===== src/rtl/lmem_arbiter.sv =====
// Round-robin arbiter sharing one banked local-memory port among NUM_REQ clients,
// with bounded ownership locks and a one-cycle tagged read response.
module lmem_arbiter #(
   parameter  int unsigned NUM_REQ  = 3,
   parameter  int unsigned LOCK_MAX = 16,
   localparam int unsigned IDW      = $clog2(NUM_REQ)
) (
   input  logic                     clk,
   input  logic                     rst_n,
   input  logic [NUM_REQ-1:0]       req_valid,
   output logic [NUM_REQ-1:0]       req_ready,
   input  logic [NUM_REQ-1:0]       req_we,
   input  logic [NUM_REQ-1:0]       req_is_vector,
   input  logic [NUM_REQ-1:0]       req_lock,
   input  logic [2*NUM_REQ-1:0]     req_bank_sel,
   input  logic [32*NUM_REQ-1:0]    req_addr,
   input  logic [128*NUM_REQ-1:0]   req_wdata,
   output logic                     mem_req_valid,
   output logic                     mem_req_we,
   output logic                     mem_req_is_vector,
   output logic [1:0]               mem_req_bank_sel,
   output logic [31:0]              mem_req_addr,
   output logic [127:0]             mem_req_wdata,
   input  logic [127:0]             mem_rdata,
   output logic                     rsp_valid,
   output logic [IDW-1:0]           rsp_id,
   output logic [127:0]             rsp_rdata,
   output logic [31:0]              rsp_word
);

   localparam int unsigned CW = $clog2(LOCK_MAX + 1);

   typedef enum logic {S_IDLE, S_LOCKED} state_t;

   state_t           state_q, state_d;
   logic [IDW-1:0]   ptr_q, ptr_d;
   logic [IDW-1:0]   owner_q, owner_d;
   logic [CW-1:0]    lock_cnt_q, lock_cnt_d;
   logic [1:0]       bank_q;
   logic [IDW-1:0]   cand;
   logic [IDW-1:0]   win;
   logic             found;
   logic [NUM_REQ-1:0] grant;

   function automatic logic [IDW-1:0] inc_wrap(input logic [IDW-1:0] v);
      return (v == IDW'(NUM_REQ - 1)) ? '0 : v + IDW'(1);
   endfunction

   // Winner selection and lock bookkeeping
   always_comb begin
      state_d    = state_q;
      ptr_d      = ptr_q;
      owner_d    = owner_q;
      lock_cnt_d = lock_cnt_q;
      cand       = '0;
      win        = '0;
      found      = 1'b0;

      unique case (state_q)
         S_IDLE: begin
            for (int k = 0; k < int'(NUM_REQ); k++) begin
               cand = IDW'((int'(ptr_q) + k) % int'(NUM_REQ));
               if (!found && req_valid[cand]) begin
                  found = 1'b1;
                  win   = cand;
               end
            end
            if (found) begin
               ptr_d = inc_wrap(win);
               if (req_lock[win] && (LOCK_MAX > 1)) begin
                  state_d    = S_LOCKED;
                  owner_d    = win;
                  lock_cnt_d = CW'(1);
               end
            end
         end
         S_LOCKED: begin
            if (req_valid[owner_q]) begin
               found = 1'b1;
               win   = owner_q;
            end
            lock_cnt_d = lock_cnt_q + CW'(1);
            // Release on an unlocked owner beat, or once this cycle completes LOCK_MAX owned cycles
            if ((found && !req_lock[owner_q]) || (lock_cnt_d == CW'(LOCK_MAX))) begin
               state_d    = S_IDLE;
               ptr_d      = inc_wrap(owner_q);
               lock_cnt_d = '0;
            end
         end
         default: state_d = S_IDLE;
      endcase

      grant = found ? (NUM_REQ'(1) << win) : '0;
   end

   // Forward the granted request's fields; all zero when nothing is granted
   always_comb begin
      mem_req_we        = 1'b0;
      mem_req_is_vector = 1'b0;
      mem_req_bank_sel  = '0;
      mem_req_addr      = '0;
      mem_req_wdata     = '0;
      for (int i = 0; i < int'(NUM_REQ); i++) begin
         if (grant[i]) begin
            mem_req_we        = req_we[i];
            mem_req_is_vector = req_is_vector[i];
            mem_req_bank_sel  = req_bank_sel[2*i +: 2];
            mem_req_addr      = req_addr[32*i +: 32];
            mem_req_wdata     = req_wdata[128*i +: 128];
         end
      end
   end

   assign req_ready     = grant;
   assign mem_req_valid = |grant;
   assign rsp_rdata     = mem_rdata;
   assign rsp_word      = mem_rdata[{bank_q, 5'd0} +: 32];

   always_ff @(posedge clk or negedge rst_n) begin
      if (!rst_n) begin
         state_q    <= S_IDLE;
         ptr_q      <= '0;
         owner_q    <= '0;
         lock_cnt_q <= '0;
         rsp_valid  <= 1'b0;
         rsp_id     <= '0;
         bank_q     <= '0;
      end else begin
         state_q    <= state_d;
         ptr_q      <= ptr_d;
         owner_q    <= owner_d;
         lock_cnt_q <= lock_cnt_d;
         rsp_valid  <= mem_req_valid & ~mem_req_we;
         if (mem_req_valid && !mem_req_we) begin
            rsp_id <= win;
            bank_q <= mem_req_bank_sel;
         end
      end
   end

endmodule

===== config.mk =====
export PLATFORM = sky130hd
export DESIGN_NAME = lmem_arbiter
export DESIGN_NICKNAME = d
export VERILOG_FILES = /design/src/rtl/lmem_arbiter.sv
export SDC_FILE = /design/constraint.sdc
export NUM_CORES = 1
export LEC_CHECK = 0
export CAP_MARGIN = 25
export CORE_AREA = 5 5 372 374
export CTS_BUF_LIST = sky130_fd_sc_hd__clkbuf_4
export CTS_CLUSTER_DIAMETER = 60
export DETAILED_ROUTE_END_ITERATION = 8
export DIE_AREA = 0 0 377 379
export PLACE_DENSITY_LB_ADDON = 0.3
export SYNTH_ARGS = -nofsm -noshare
export SYNTH_HDL_FRONTEND = slang
export SYNTH_SLANG_ARGS = --single-unit

===== constraint.sdc =====
create_clock -name clk -period 4.8 [get_ports clk]
set_clock_uncertainty 0.05 [all_clocks]
set_input_delay 0.96 -clock clk [delete_from_list [all_inputs] [get_ports clk]]
set_output_delay 0.96 -clock clk [all_outputs]
set_load 0.01 [all_outputs]

# --- Yosys cells after proc, flatten, opt, wreduce, memory -nomap -nowiden ---
# Cells that the tools add are included.
word_totals:
  regBits: 15
  in_bits: 628
  out_inout_bits: 331
classes:
  addsub: 5
  div_mod_pow: 3
  magnitude_cmp: 5
  n_eq_ne: 6
  shift: 2
  muxes: 56
  bitwise: 3
  reduce_logical: 13
op_table:
  columns: ["op", "count"]
  rows:
  - ["$mux 128", 3]
  - ["$shiftx 128x8->32", 1]
  - ["$mux 32", 3]
  - ["$mod 32x3->32 const B", 2]
  - ["$mod 3x3->32 const B", 1]
  - ["$mux 2", 12]
  - ["$mux 1", 23]
  - ["$lt 2x3->1 const B", 5]
  - ["$mux 5", 3]
  - ["$bmux 1 s2", 6]
  - ["$pmux 5 s2", 1]
  - ["$pmux 2 s2", 2]
  - ["$add 5x1->5 const B", 1]
  - ["$eq 5x5->1 const B", 1]
  - ["$add 2x1->2 const B", 2]
  - ["$eq 2x2->1 const B", 2]
  - ["$logic_and 1x1->1", 4]
  - ["$logic_not 1->1", 4]
  - ["$ne 2x2->1 const B", 2]
  - ["$pmux 1 s2", 2]
  - ["$reduce_and 2->1", 2]
  - ["$add 2x1->3 const B", 1]
  - ["$add 2x2->3 const B", 1]
  - ["$mux 3", 1]
  - ["7 further kinds", 8]

# --- Logic depth before layout (Yosys ltp) ---
depth:
  word_depth: 21
  depth_mapped: 12
  ltp_nobuf: 8

# --- Worst setup path after synthesis ---
# Ideal clock, no wire load.
synth_timing:
  kind: "input-to-output"
  start: "input req_valid[0]"
  end: "output mem_req_wdata[10]"
  arrival_ps: 2691
  t_required_ps: 3790
  path_slack_ps: 1099
  cell_stages: 7
  path_cell_list: "mux2_4 -> a21bo_4 -> a211o_1 -> o21ai_2 -> clkbuf_1 -> a22oi_1 -> o21ai_0"
synth_between:
  elab_chain_cells: 18
  word_cells_on_any_way: 32
  classes_between: "shift (1); mux (27); reduce/logical (4)"
synth_rtl:
  columns: ["item", "line", "text"]
  rows:
  - ["start, declared", "10", "input logic [NUM_REQ-1:0] req_valid,"]
  - ["$bmux 1 s2", "63", "if (!found && req_valid[cand]) begin"]
  - ["$mux 1 (not written as such)", "63", null]
  - ["$mux 1", "63", null]
  - ["$mux 1", "59", "unique case (state_q)"]
  - ["$logic_not 1->1", "63", null]
  - ["$logic_and 1x1->1", "63", null]
  - ["$mux 1", "63", null]
  - ["$mux 1", "59", null]
  - ["$logic_not 1->1", "63", null]
  - ["$logic_and 1x1->1", "63", null]
  - ["$mux 2", "63", null]
  - ["$mux 2", "59", null]
  - ["$pmux 2 s2", "59", null]
  - ["$shl 1x2->3", "93", "grant = found ? (NUM_REQ'(1) << win) : '0;"]
  - ["$mux 3 *", "93", null]
  - ["$mux 128 (2 in series)", "104", "if (grant[i]) begin"]
  - ["$mux 128 *", "104", null]
  - ["end, declared", "23", "output logic [127:0] mem_req_wdata,"]
# Every way passes the cells marked *; elsewhere a longest branch is shown, timed or not. The select of a mux whose other input is x is not followed.

# --- Final worst setup path ---
layout_timing:
  start: "input req_valid[0]"
  end: "output mem_req_wdata[124]"
# Same word-level chain as after synthesis.

==> results.py <==
metrics = {
    "synthesis": {
        "yosysMostFrequentCell": "nand2_1",
        "synth_top_family_by_area": "compound AO/OA/AOI/OAI gates",
        "synth_mux_area_frac": 0.145,
        "synthSimpleGateAreaFrac": 0.143,
        "synthAdderAreaFrac": 0.0104,
        "yosys_warnings": 0,
        "ys_ff_latch": 15,
        "synth_edf_count": 0,
        "synth_compound_area_frac": 0.399,
        "yosys.area.top_type": "a22oi_1",
        "synth_xor_area_frac": 0.00292,
        "synthCells": 876,
        "syn-num-nets": 1509,
        "synth_area_um2": 6000,
        "synth_top_area_frac": 0.201,
        "async_reset_ff_frac": 1.00,
        "avgSynthCellArea_um2": 6.85,
        "ys_seq_area_frac": 0.0626,
        "synth_flop_cell": "dfrtp_1",
        "synth_commonest_cells": "173 x nand2_1, 161 x a22oi_1, 134 x o21ai_1",
        "synth.distinct_cells": 51,
        "synthTopCellsByArea": "a22oi_1 20%, buf_4 16%, mux4_2 12%, o21ai_1 11%, nand2_1 11%",
    },
    "place": {
        "gp_congestion": 0.936,
        "portBuffers": 958,
        "placed_cell_area_um2": 18200,
        "dp_hpwl_mm": 93.1,
    },
    "setup_path": {
        "critPathTopFamily": "buffers and inverters",
        "slowest_stage": "clkdlybuf4s50_1",
        "arrival_ns": 3.73,
        "start_kind": "input pin",
        "r2r_cells": 11,
        "crit_buf_inv": 6,
        "crit_path_end_kind": "output pin",
        "worst-path-stages": 12,
        "worstPathRequired_ns": 3.79,
        "cp_max_fo": 16,
        "critical_path_class": "input pin to output pin",
        "slowest_delay_ns": 0.49,
        "path_cells": "dlygate4sd2_1 -> mux2i_2 -> o32ai_1 -> buf_4 -> o41ai_4 -> nor3b_2 -> buf_12 -> buf_12 -> buf_4 -> a22oi_2 -> o21ai_1 -> clkdlybuf4s50_1",
    },
    "cells_and_area": {
        "drive_above_1_share": 0.167,
        "nFillCells": 15300,
        "fin_util": 0.139,
        "nNetsFinal": 2405,
        "area.growth.synth_to_final_pct": 212,
        "final_cell_area_um2": 18700,
    },
    "power_and_ir_drop": {
        "peakVddDrop_uv": 365,
        "p_seq_frac": 0.023,
        "power.density_nw_per_um2": 786,
        "finalPower_mw": 14.7,
        "swShare": 0.497,
        "leakage_nw": 7.13,
        "pwr-share-clk": 0.005,
        "p_int_mw": 7.39,
        "combPwrFrac": 0.972,
        "switching_power_mw": 7.30,
    },
    "sta": {
        "fin_crit_ns": 4.74,
        "clock.fmax_ghz": 0.211,
        "tns_ns": 0,
        "setup_viol_count_final": 0,
        "slew-limit-headroom": 0.378,
        "rsz0062_at_grt": "yes",
        "slew_violations": 0,
        "hold_viol": 0,
        "fin_crit_sh": 0.988,
        "worstMarginPinSlew_ns": 0.930,
    },
    "grt": {
        "grt_pass1_wl_mm": 125,
        "grt_overflow": 0,
        "grtUsageTotal": 0.133,
        "grt_pass1_vias": 11300,
        "antenna_found_initial": 41,
        "grt_max_degree": 33,
    },
    "clocking": {
        "htree_levels": 1,
        "cts_sinks": 15,
        "path_clk_slew_ns": 0.10,
        "cts_root_buffer": "clkbuf_4",
        "cts_max_path_buffers": 2,
        "clkLatencyLatePin_ns": 0.29,
        "ctsHoldBuffers": 0,
        "numCtsBuffers": 3,
        "cts_tree": "built",
    },
    "outcome": {
        "status": "finished clean",
    },
    "floorplan": {
        "die_h_um": 379,
        "initial_core_util": 0.0446,
        "dieWidth_um": 377,
        "rows": 135,
        "io_pins": 959,
        "core_area_um2": 135000,
        "dieArea_um2": 143000,
    },
    "route": {
        "wl_met2_mm": 49.0,
        "drc": 0,
        "routed.top_layer": "met5",
        "vias_per_cell": 3.11,
        "num_vias": 11100,
        "dr.pass1.iters": 5,
        "wl_met1_mm": 41.8,
        "wl_mm": 103,
        "wire_per_inst_um": 29.0,
        "drtAntennaViolNets": 0,
        "met3_length_mm": 10.1,
        "initialDrtViolationCount": 780,
    },
    "min_path": {
        "min_path_type": "flop to flop",
        "hold_depth": 1,
    },
    "run": {
        "maxCapViolCount": 0,
    },
}
kinds of logic (layout without fill, tap and decap cells):
family | after synthesis | after routing
adder cells (fa/ha/maj) | 5 | 5
other | 0 | 9
multiplexers | 46 | 46
flip-flops | 15 | 15
AND/OR/NAND/NOR | 209 | 209
XOR/XNOR | 2 | 2
buffers and inverters | 229 | 1124
AO/OA/AOI/OAI | 370 | 370
power by group through the flow:
stage	combinational (mW)	sequential [mW]	clock, mW
after detailed placement	14.2	0.344	0
final	14.3	0.334	0.0778
after global routing	15.3	0.353	0.0867
after floorplan	4.76	0.221	0
after global placement	14.3	0.344	0
after CTS	14.5	0.341	0.0817
area by class of cell:
| class | count | area [um2] | area share |
|---|---|---|---|
| antenna | 9 | 22.5 | 0.00120 |
| clock buffer | 3 | 22.5 | 0.00120 |
| clock inverter | 1 | 5.00 | 0.000268 |
| inverter | 15 | 56.3 | 0.00301 |
| multi-input combinational | 632 | 4360 | 0.233 |
| sequential | 15 | 378 | 0.0202 |
| tap | 1781 | 2230 | 0.119 |
| timing repair buffer | 1105 | 11600 | 0.622 |
what timing repair did:
item | 4_1_cts | 5_1_grt
buffers inserted | 1 | 3
gates resized for setup | 45 | 65
endpoints found under the setup margin | 127 | 66
gates cloned | 1 | 2
pin swaps | 2 | 2
flip-flops by register name, summed over array words and instances, names as in the netlist:
signal and count:
bank_q 2, lock_cnt_q 5, owner_q 2, ptr_q 2, rsp_id 2, rsp_valid 1, state_q 1
stage by stage:
step                      setup slack (ns)  cells  hold slack, ns
after floorplan                       1.10    876           0.468
after global placement              -0.416   3541           0.417
after detailed placement            -0.413   3541           0.423
after CTS                         -0.00531   3547           0.446
after global routing               -0.0215   3556           0.483
final                               0.0569   3561           0.441
cell usage in the layout (no fill, tap or decap), types with 4 or more instances in the layout:
cell,count
nand2_1,173
mux4_2,32
nor2_1,11
dlygate4sd2_1,15
a22oi_2,4
buf_4,137
o21ai_0,42
dfrtp_1,13
nand3b_1,6
a22oi_1,157
nor2b_1,4
buf_12,72
clkdlybuf4s50_1,824
diode_2,9
inv_1,15
o21ai_1,111
o21ai_2,22
dlymetal6s2s_1,50
mux2i_1,10
nand3_1,4
a31oi_1,5
routing by layer:
layer	track usage	vias to the layer above
met2	0.224	671
met3	0.0484	104
li1	-	4921
met4	0.0211	20
met1	0.164	5344
met5	0	-
worst reg2reg max path, cell delays in order (launching register included):
cell and delay (ns):
dfrtp_1 0.43, inv_1 0.09, ha_2 0.32, mux2_4 0.36, a21bo_4 0.24, a211o_1 0.32
o21ai_4 0.21, buf_12 0.18, buf_16 0.20, buf_12 0.16, a2111o_1 0.26, mux2i_1 0.23
path summary, 6_finish.rpt:
check                        startpoint            endpoint  slack [ns]
min                           rsp_id[1]           rsp_id[1]        0.44
min in group asynchronous         rst_n       lock_cnt_q[3]        1.13
max                        req_valid[0]  mem_req_wdata[124]        0.06
max reg2reg                    ptr_q[1]           bank_q[1]        1.66
max in group asynchronous         rst_n           bank_q[0]        2.93
min reg2reg                   rsp_id[1]           rsp_id[1]        0.44
Note: power is estimated with default switching activity, not from simulation.
